File: config.mk
export PLATFORM = sky130hd
export DESIGN_NAME = seq_step_engine
export DESIGN_NICKNAME = d
export VERILOG_FILES = /design/src/rtl/seq_step_engine.sv
export SDC_FILE = /design/constraint.sdc
export NUM_CORES = 1
export LEC_CHECK = 0
export BUFFER_PORTS_ARGS = -buffer_cell sky130_fd_sc_hd__buf_2
export CORE_MARGIN = 3
export CORE_UTILIZATION = 40
export DETAILED_ROUTE_END_ITERATION = 10
export SKIP_LAST_GASP = 1
export SLEW_MARGIN = 20
export SYNTH_ARGS = -nofsm -noshare
export SYNTH_HDL_FRONTEND = slang
export SYNTH_SLANG_ARGS = --single-unit
export TNS_END_PERCENT = 50
File: constraint.sdc
create_clock -name clk100hz -period 2.2 [get_ports clk100hz]
set_input_delay 0.33 -clock clk100hz [delete_from_list [all_inputs] [get_ports clk100hz]]
set_output_delay 0.33 -clock clk100hz [all_outputs]
set_load 0.01 [all_outputs]
File: src/rtl/seq_step_engine.sv
// Step sequencer: plays a NUM_STEPS pattern of {active, note} entries, one step per
// rising edge of the asynchronous tempo clock, with a fixed-length or legato gate.
module seq_step_engine #(
  parameter int NUM_STEPS  = 8,
  parameter int NOTE_W     = 4,
  parameter int GATE_TICKS = 10
) (
  input  logic                         clk100hz,
  input  logic                         reset,
  input  logic                         variableClk,
  input  logic                         run,
  input  logic                         wr_en,
  input  logic [$clog2(NUM_STEPS)-1:0] wr_addr,
  input  logic [NOTE_W-1:0]            wr_note,
  input  logic                         wr_active,
  output logic [NOTE_W-1:0]            note_out,
  output logic                         gate,
  output logic [$clog2(NUM_STEPS)-1:0] step_idx,
  output logic                         step_pulse,
  output logic [1:0]                   state_dbg
);

  localparam int AW = $clog2(NUM_STEPS);
  localparam int CW = $clog2(GATE_TICKS + 1);

  typedef enum logic [1:0] {ST_STOP = 2'd0, ST_WAIT = 2'd1, ST_GATE = 2'd2} state_t;

  state_t              state;
  logic [AW-1:0]       ptr;
  logic [CW-1:0]       cnt;
  logic                sync1, sync2, sync3;
  logic                tick;
  logic [NUM_STEPS-1:0] act_mem;
  logic [NOTE_W-1:0]   note_mem [NUM_STEPS];

  assign state_dbg = state;

  // sync1/sync2 form the synchronizer; sync3 remembers the previous synced value
  always_ff @(posedge clk100hz or posedge reset) begin
    if (reset) begin
      sync1 <= 1'b0;
      sync2 <= 1'b0;
      sync3 <= 1'b0;
    end else begin
      sync1 <= variableClk;
      sync2 <= sync1;
      sync3 <= sync2;
    end
  end

  assign tick = sync2 & ~sync3;

  // Nonblocking write means a same-edge play reads the old entry
  always_ff @(posedge clk100hz or posedge reset) begin
    if (reset) begin
      act_mem <= '0;
      for (int i = 0; i < NUM_STEPS; i++) note_mem[i] <= '0;
    end else if (wr_en) begin
      act_mem[wr_addr]  <= wr_active;
      note_mem[wr_addr] <= wr_note;
    end
  end

  always_ff @(posedge clk100hz or posedge reset) begin
    if (reset) begin
      state      <= ST_STOP;
      gate       <= 1'b0;
      step_pulse <= 1'b0;
      note_out   <= '0;
      step_idx   <= '0;
      ptr        <= '0;
      cnt        <= '0;
    end else begin
      step_pulse <= 1'b0;
      case (state)
        ST_STOP: begin
          gate <= 1'b0;
          ptr  <= '0;
          if (run) state <= ST_WAIT;
        end
        ST_WAIT, ST_GATE: begin
          if (!run) begin
            state <= ST_STOP;
            gate  <= 1'b0;
            ptr   <= '0;
          end else if (tick) begin
            step_idx   <= ptr;
            ptr        <= ptr + 1'b1;
            step_pulse <= 1'b1;
            if (act_mem[ptr]) begin
              note_out <= note_mem[ptr];
              gate     <= 1'b1;
              cnt      <= CW'(GATE_TICKS - 1);
              state    <= ST_GATE;
            end else begin
              gate  <= 1'b0;
              state <= ST_WAIT;
            end
          end else if (state == ST_GATE) begin
            if (cnt == '0) begin
              gate  <= 1'b0;
              state <= ST_WAIT;
            end else begin
              cnt <= cnt - 1'b1;
            end
          end
        end
        default: begin
          state <= ST_STOP;
          gate  <= 1'b0;
          ptr   <= '0;
        end
      endcase
    end
  end

endmodule

==> results of run 1 <==
registers in the layout, summed over array words and instances (netlist names):
| register | flops |
|---|---|
| act_mem | 8 |
| sync1 | 1 |
| cnt | 4 |
| sync3 | 1 |
| gate | 1 |
| step_idx | 3 |
| note_out | 4 |
| state_dbg | 2 |
| sync2 | 1 |
| ptr | 3 |
| note_mem | 32 |
| step_pulse | 1 |
metal layers:
| layer | share of wire | up-vias |
|---|---|---|
| met1 | 0.48 | 842 |
| li1 | - | 836 |
| met2 | 0.46 | 33 |
| met3 | 0.044 | 6 |
| met5 | 0 | - |
| met4 | 0.013 | 0 |
power by group:
part           switching, mW  internal [mW]
registers              0.140           1.35
clock network          0.416          0.696
logic                  0.304          0.350
cells by family after synthesis:
logic type	after synthesis
AOI/OAI and AO/OA	20
xor gates and xnor gates	2
adders and majority gates	7
buffers and inverters	13
DFF	61
muxes	57
and+or+nand+nor	51
area by class of cell:
type | instances | area share
well taps | 96 | 0.0359
multi-input cells | 137 | 0.376
clock buffers | 12 | 0.0464
flip-flops and latches | 61 | 0.457
inverters | 8 | 0.00936
repair buffers | 30 | 0.0547
clock inverters | 4 | 0.0210
through the flow:
stage	total power, mW	area [um^2]	instances	util	setup slack [ns]
5_1_grt	3.45	3340	348	0.489	0.0450
3_3_place_gp	2.16	3110	331	0.455	0.357
2_1_floorplan	1.98	2840	211	-	0.357
3_5_place_dp	2.18	3110	331	0.455	0.256
6_report	3.26	3340	348	0.489	0.276
4_1_cts	3.31	3340	348	0.489	0.251
worst min-delay path by stage:
stage | from | to | cells past startpoint
2_1_floorplan | sync1 | sync2 | 0
4_1_cts | variableClk | sync1 | 1
5_1_grt | variableClk | sync1 | 1
3_5_place_dp | sync1 | sync2 | 0
6_report | variableClk | sync1 | 1
3_3_place_gp | sync1 | sync2 | 0
cells in the final DEF (no fill, tap or decap), types with 2 or more instances in the layout:
cell type,instances
clkinv_2,3
buf_2,23
nand2_1,25
nor2b_1,3
dfrtp_1,61
inv_1,6
mux2i_1,9
clkbuf_8,11
nand4b_1,3
o21ai_0,6
mux4_2,8
nor3_2,2
nand3_1,3
nor2_1,3
o31ai_1,3
nand4_1,3
a21oi_1,3
ha_1,7
buf_4,5
nor3b_2,2
mux2_2,40
a21oi_2,2
bufinv_16,2
worst max-delay path: stages, from the launching register on:
cell and delay [ns]:
dfrtp_1 0.41, inv_1 0.08, ha_1 0.31, nand2_1 0.13
a21oi_2 0.23, nand2_2 0.12, clkinv_2 0.10, nand4_2 0.22
nand2_1 0.12, o21ai_0 0.08
==> results.md, run 1 <==
- Status: complete, no violations
- Site Rows: 30
- Starting Density: 0.416
- Fillcell total: 648
- RePlAce Congestion: 0.723
- Synth Area in Adders: 0.0308
- Clk Latency, worst-skew pair: 0.33 ns
- Final setup fails: 0
- Clock slew at reported path FFs: 0.07 ns
- Worst Setup EP: note_out[3]
- Clk_skew: 0.00597 ns
- CP arrival: 2.13 ns
- Clock buffer count from CTS: 9
- Clock net sink count: 61
- Fin. max-slew vios: 0
- Largest net degree at the start of global routing: 45
- CTS tree: built
- Post-synthesis cell area: 0.00284 mm^2
- Die Wd: 90.3 um
- Crit. End Element: flop
- Met3 Resource Use GR: 0.0575
- WS Path Type: flop to flop
- Pwr dens: 975 mW/mm^2
- Worst path required time: 2.41 ns
- Reg-to-reg slack, setup: 0.28 ns
- Syn_nets: 231
- Tcrit/Tclk final: 0.874
- Final critical-path required period: 1.92 ns
- Post-Syn Instances: 211
- Seq/Total Area, Yosys: 0.537
- Largest cells by area after synthesis: dfrtp_1 (54%), mux2_2 (16%), mux4_2 (6.3%)
- Vias in the first global route: 1,742
- Synth Area in Compound Gates: 0.0502
- Final ANT Viol Nets: 0
- DR vias/cell: 4.93
- Initial antenna violation count: 0
- Most used routing layer: met2
- Layout area overhead: 17.5%
- Count of cell types in the netlist: 36
- CP startpoint: state_dbg[1]
- IO Count: 24
- Cell taking the most area after synthesis: dfrtp_1
- Avg Cell Area, Syn: 13.5 um^2
- Post-route DRC: 0
- Input/output buffers: 23
- RSZ-0062 raised after global routing: false
- Iteration-0 DRC Markers: 69
- Core area: 0.00683 mm^2
- Relative slew slack: 0.590
- Reg-to-reg startpoint: state_dbg[1]
- HP Class: input port to flop
- GRT overflow: 0
- Die area: 0.00816 mm^2
- Clk buf depth: 2
- R2R cell count: 9
- Number of synthesis warnings: 0
- Most used DFF post-synth: dfrtp_1
- Register area: 0.00153 mm^2
- Post-synth ARST share: 1.00
- CTS H-tree lvls: 3
- Largest family of logic cells by synthesized area: multiplexers
- Flops & latches, synth: 61
- Max Cap Viol: 0
- Post-Synth Simple-Gate Area: 0.101
- Post-synth top cells: dfrtp_1 (61), mux2_2 (40), nand2_1 (25)
- Hold_ws: 0.105 ns
- Hold buffer count at cts: 1
- Final wirelength: 5310 um
- N_diodes: 0
- Root Buffer: clkbuf_8
- Critical Path Fanout Max: 10
- Hold Violations, Final: 0
- Share of cells above drive strength 1: 0.417
- Critical path startpoint category: flop
- Synth top area share: 0.537
- HPWL Detailed: 3820 um
- # resized after CTS: 0
- Fin nets: 267
- Wire per inst: 15.3 um
- Xor/xnor share of the synthesized area: 0.00616
- Post-synth EDFFs: 0
- Worst vdd ir: 0.000547 V
- First-pass iteration count of the detailed router: 4
- Met2 capacity usage during global routing: 0.218
- Die height: 90.3 um
- Worst-margin pin slew: 0.612 ns
- Multiplexer share of the synthesized area: 0.253
- Footprint of the multi-input gates: 0.00126 mm^2
- Setup bufs post-CTS: 0
- Vias: 1,717
- Setup TNS: 0 ns
- Met1 usage: 0.187
- First-pass GRT wire length: 8940 um
- GRT Resource Usage Total: 0.143
- Leakage power: 1.47 nW
- Endpoint of the worst register-to-register path: note_out[3]
- Most common cell in the netlist: dfrtp_1
- Maximum clock frequency: 0.520 GHz
Note: power is estimated with default switching activity, not from simulation.
==> run 2: changes to the inputs <==
--- a/config.mk
+++ b/config.mk
@@ -5,10 +5,10 @@
 export SDC_FILE = /design/constraint.sdc
 export NUM_CORES = 1
 export LEC_CHECK = 0
-export BUFFER_PORTS_ARGS = -buffer_cell sky130_fd_sc_hd__buf_2
 export CORE_MARGIN = 3
 export CORE_UTILIZATION = 40
 export DETAILED_ROUTE_END_ITERATION = 10
+export DONT_BUFFER_PORTS = 1
 export SKIP_LAST_GASP = 1
 export SLEW_MARGIN = 20
 export SYNTH_ARGS = -nofsm -noshare
==> run 2 against run 1 <==
Largest power group unchanged. Clock-buffer cell count stayed put. Combinational power fell by 6.9%. Non-clock buffer count fell by 23. Routed wire length down 2.5%. Total power is 5.8% lower. Die area did not move.
==> results.md, run 2 (same netlist as run 1, synthesis figures left out) <==
- Worst path required time: 2.42 ns (was 2.41 ns)
- DR vias/cell: 5.09 (was 4.93)
- Critical Path, Cell by Cell: inv_1 -> ha_1 -> nand2_1 -> a21oi_2 -> nand2_2 -> clkinv_2 -> nand4_2 -> nand2_1 -> o21ai_0 (unchanged)
- Pwr dens: 961 mW/mm^2 (was 975 mW/mm^2)
- Critical Path Max Stage Delay: 0.35 ns (was 0.41 ns)
- Crit-path slowest cell: dfrtp_1 (unchanged)
- Fin area: 0.00319 mm^2 (was 0.00334 mm^2)
- Core area: 0.00683 mm^2 (unchanged)
- Max reg flops: 32 (unchanged)
- Vias in the first global route: 1,770 (was 1,742)
- Starting Density: 0.416 (unchanged)
- Met1 Wirelength: 2430 um (was 2560 um)
- Fin. max-slew vios: 0 (unchanged)
- Critical Path Fanout Max: 10 (unchanged)
- Comb power frac: 0.198 (was 0.201)
- CP arrival: 2.11 ns (was 2.13 ns)
- Clock power frac: 0.315 (was 0.341)
- Switching power: 0.835 mW (was 0.860 mW)
- Highest Signal Layer: met4 (unchanged)
- Reg-to-reg slack, setup: 0.31 ns (was 0.28 ns)
- HP Class: input port to flop (unchanged)
- Root Buffer: clkbuf_8 (unchanged)
- First-pass GRT wire length: 8920 um (was 8940 um)
- Hold_ws: 0.0253 ns (was 0.105 ns)
- Placed Area: 0.00299 mm^2 (was 0.00311 mm^2)
- GRT overflow: 0 (unchanged)
- Largest net degree at the start of global routing: 39 (was 45)
- Layout area overhead: 12.3% (was 17.5%)
- CTS H-tree lvls: 3 (unchanged)
- IO Count: 24 (unchanged)
- Biggest register: note_mem (unchanged)
- CP dominant cell by count: nand2_1 (unchanged)
- Worst vdd ir: 0.000404 V (was 0.000547 V)
- Relative slew slack: 0.616 (was 0.590)
- WS Path Type: flop to flop (unchanged)
- Net Sw Frac: 0.272 (was 0.264)
- Fillcell total: 631 (was 648)
- Clk_skew: 0.0111 ns (was 0.00597 ns)
- Final wirelength: 5180 um (was 5310 um)
- Final setup fails: 0 (unchanged)
- Site Rows: 30 (unchanged)
- Fin nets: 244 (was 267)
- Hold Violations, Final: 0 (unchanged)
- Input/output buffers: 0 (was 23)
- Die Wd: 90.3 um (unchanged)
- Clock buffer count from CTS: 9 (unchanged)
- Status: complete, no violations (unchanged)
- Crit. End Element: flop (unchanged)
- Dpl ws: 0.300 ns (was 0.256 ns)
- Clk Latency, worst-skew pair: 0.34 ns (was 0.33 ns)
- Tcrit/Tclk final: 0.860 (was 0.874)
- Leading registers by flop count: note_mem: 32 flops, act_mem: 8 flops (unchanged)
- Clk buf depth: 2 (unchanged)
- Most common cell after layout, fill and taps aside: dfrtp_1 (unchanged)
- Commonest cells after routing, fill and taps aside: dfrtp_1 (61), mux2_2 (40), nand2_1 (25) (unchanged)
- Vias: 1,655 (was 1,717)
- GRT Resource Usage Total: 0.143 (about the same)
- Detailed-routed wire length on met3: 281 um (was 234 um)
- Clock slew at reported path FFs: 0.07 ns (about the same)
- Post-route setup slack: 0.308 ns (was 0.276 ns)
- Die height: 90.3 um (unchanged)
- Worst-margin pin slew: 0.573 ns (was 0.612 ns)
- Post-route DRC: 0 (unchanged)
- Final critical-path required period: 1.89 ns (was 1.92 ns)
- End-of-flow core utilization: 0.468 (was 0.489)
- Final ANT Viol Nets: 0 (unchanged)
- Clock net sink count: 61 (unchanged)
- Max Cap Viol: 0 (unchanged)
- # resized after CTS: 0 (unchanged)
- CTS tree: built (unchanged)
- N_diodes: 0 (unchanged)
- RSZ-0062 raised after global routing: false (unchanged)
- Met2 wire length: 2380 um (was 2450 um)
- Maximum clock frequency: 0.529 GHz (was 0.520 GHz)
- Internal power: 2.23 mW (was 2.40 mW)
- Sequential share of power: 0.487 (was 0.458)
- Die area: 0.00816 mm^2 (unchanged)
- Leakage power: 1.35 nW (was 1.47 nW)
- Iteration-0 DRC Markers: 92 (was 69)
- First-pass iteration count of the detailed router: 4 (unchanged)
- Initial antenna violation count: 0 (unchanged)
- Share of cells above drive strength 1: 0.354 (was 0.417)
- Critical path startpoint category: flop (unchanged)
- HPWL Detailed: 3690 um (was 3820 um)
- Wire per inst: 15.9 um (was 15.3 um)
- Setup TNS: 0 ns (unchanged)
- RePlAce Congestion: 0.775 (was 0.723)
## run 2: cell count changes in the layout (fill, tap and decap cells not counted)
cell | before | now
bufinv_16 | 2 | 1
clkinvlp_4 | 0 | 1
clkbuf_1 | 1 | 2
buf_2 | 23 | 0
clkbuf_8 | 11 | 10
## run 2: what timing repair did
| item | 4_1_cts | 5_1_grt |
|---|---|---|
| endpoints found under the hold margin | 23 | 0 |
| endpoints found under the setup margin | 0 | 0 |
| buffers inserted | 0 | 0 |
| hold buffers | 1 | 0 |
## run 2: worst max-delay path, delay by kind of cell, from the launching register on
kind | cells | cell delay [ns]
AND/OR/NAND/NOR | 4 | 0.61
flip-flops | 1 | 0.35
adder cells (fa/ha/maj) | 1 | 0.31
AO/OA/AOI/OAI | 2 | 0.31
buffers and inverters | 2 | 0.18
## run 2: final timing paths
check                              from      endpoint  depth (start not counted)
setup / recovery           state_dbg[0]   note_out[1]                          9
hold / removal              variableClk         sync1                          0
setup reg to reg           state_dbg[0]   note_out[1]                          9
hold reg to reg                   sync1         sync2                          0
max in group asynchronous         reset  note_mem[16]                          3
min in group asynchronous         reset   note_mem[6]                          2
## run 2: power groups by stage
stage	clock, mW	sequential [mW]	combinational (mW)
floorplan	0	1.48	0.494
global placement	0	1.51	0.607
detailed placement	0	1.52	0.615
CTS	1.01	1.50	0.621
global route	1.05	1.53	0.687
finish	0.966	1.49	0.609
## run 2: cell type report
cell class,instances,area (um^2),area share
timing repair buffer,7,67.6,0.0212
tap,96,120,0.0376
clock inverter,4,47.5,0.0149
clock buffer,12,145,0.0454
inverter,8,31.3,0.00979
multi-input combinational,137,1260,0.393
sequential,61,1530,0.478
## run 2: through the flow
stage | instances | total power [mW]
4_1_cts | 325 | 3.12
3_3_place_gp | 308 | 2.12
3_5_place_dp | 308 | 2.13
6_report | 325 | 3.07
5_1_grt | 325 | 3.27
2_1_floorplan | 211 | 1.98
## run 2: layer usage
layer	track usage	vias up
met5	0	-
met4	0.0587	0
met3	0.0608	10
met2	0.218	32
met1	0.179	820
li1	-	793
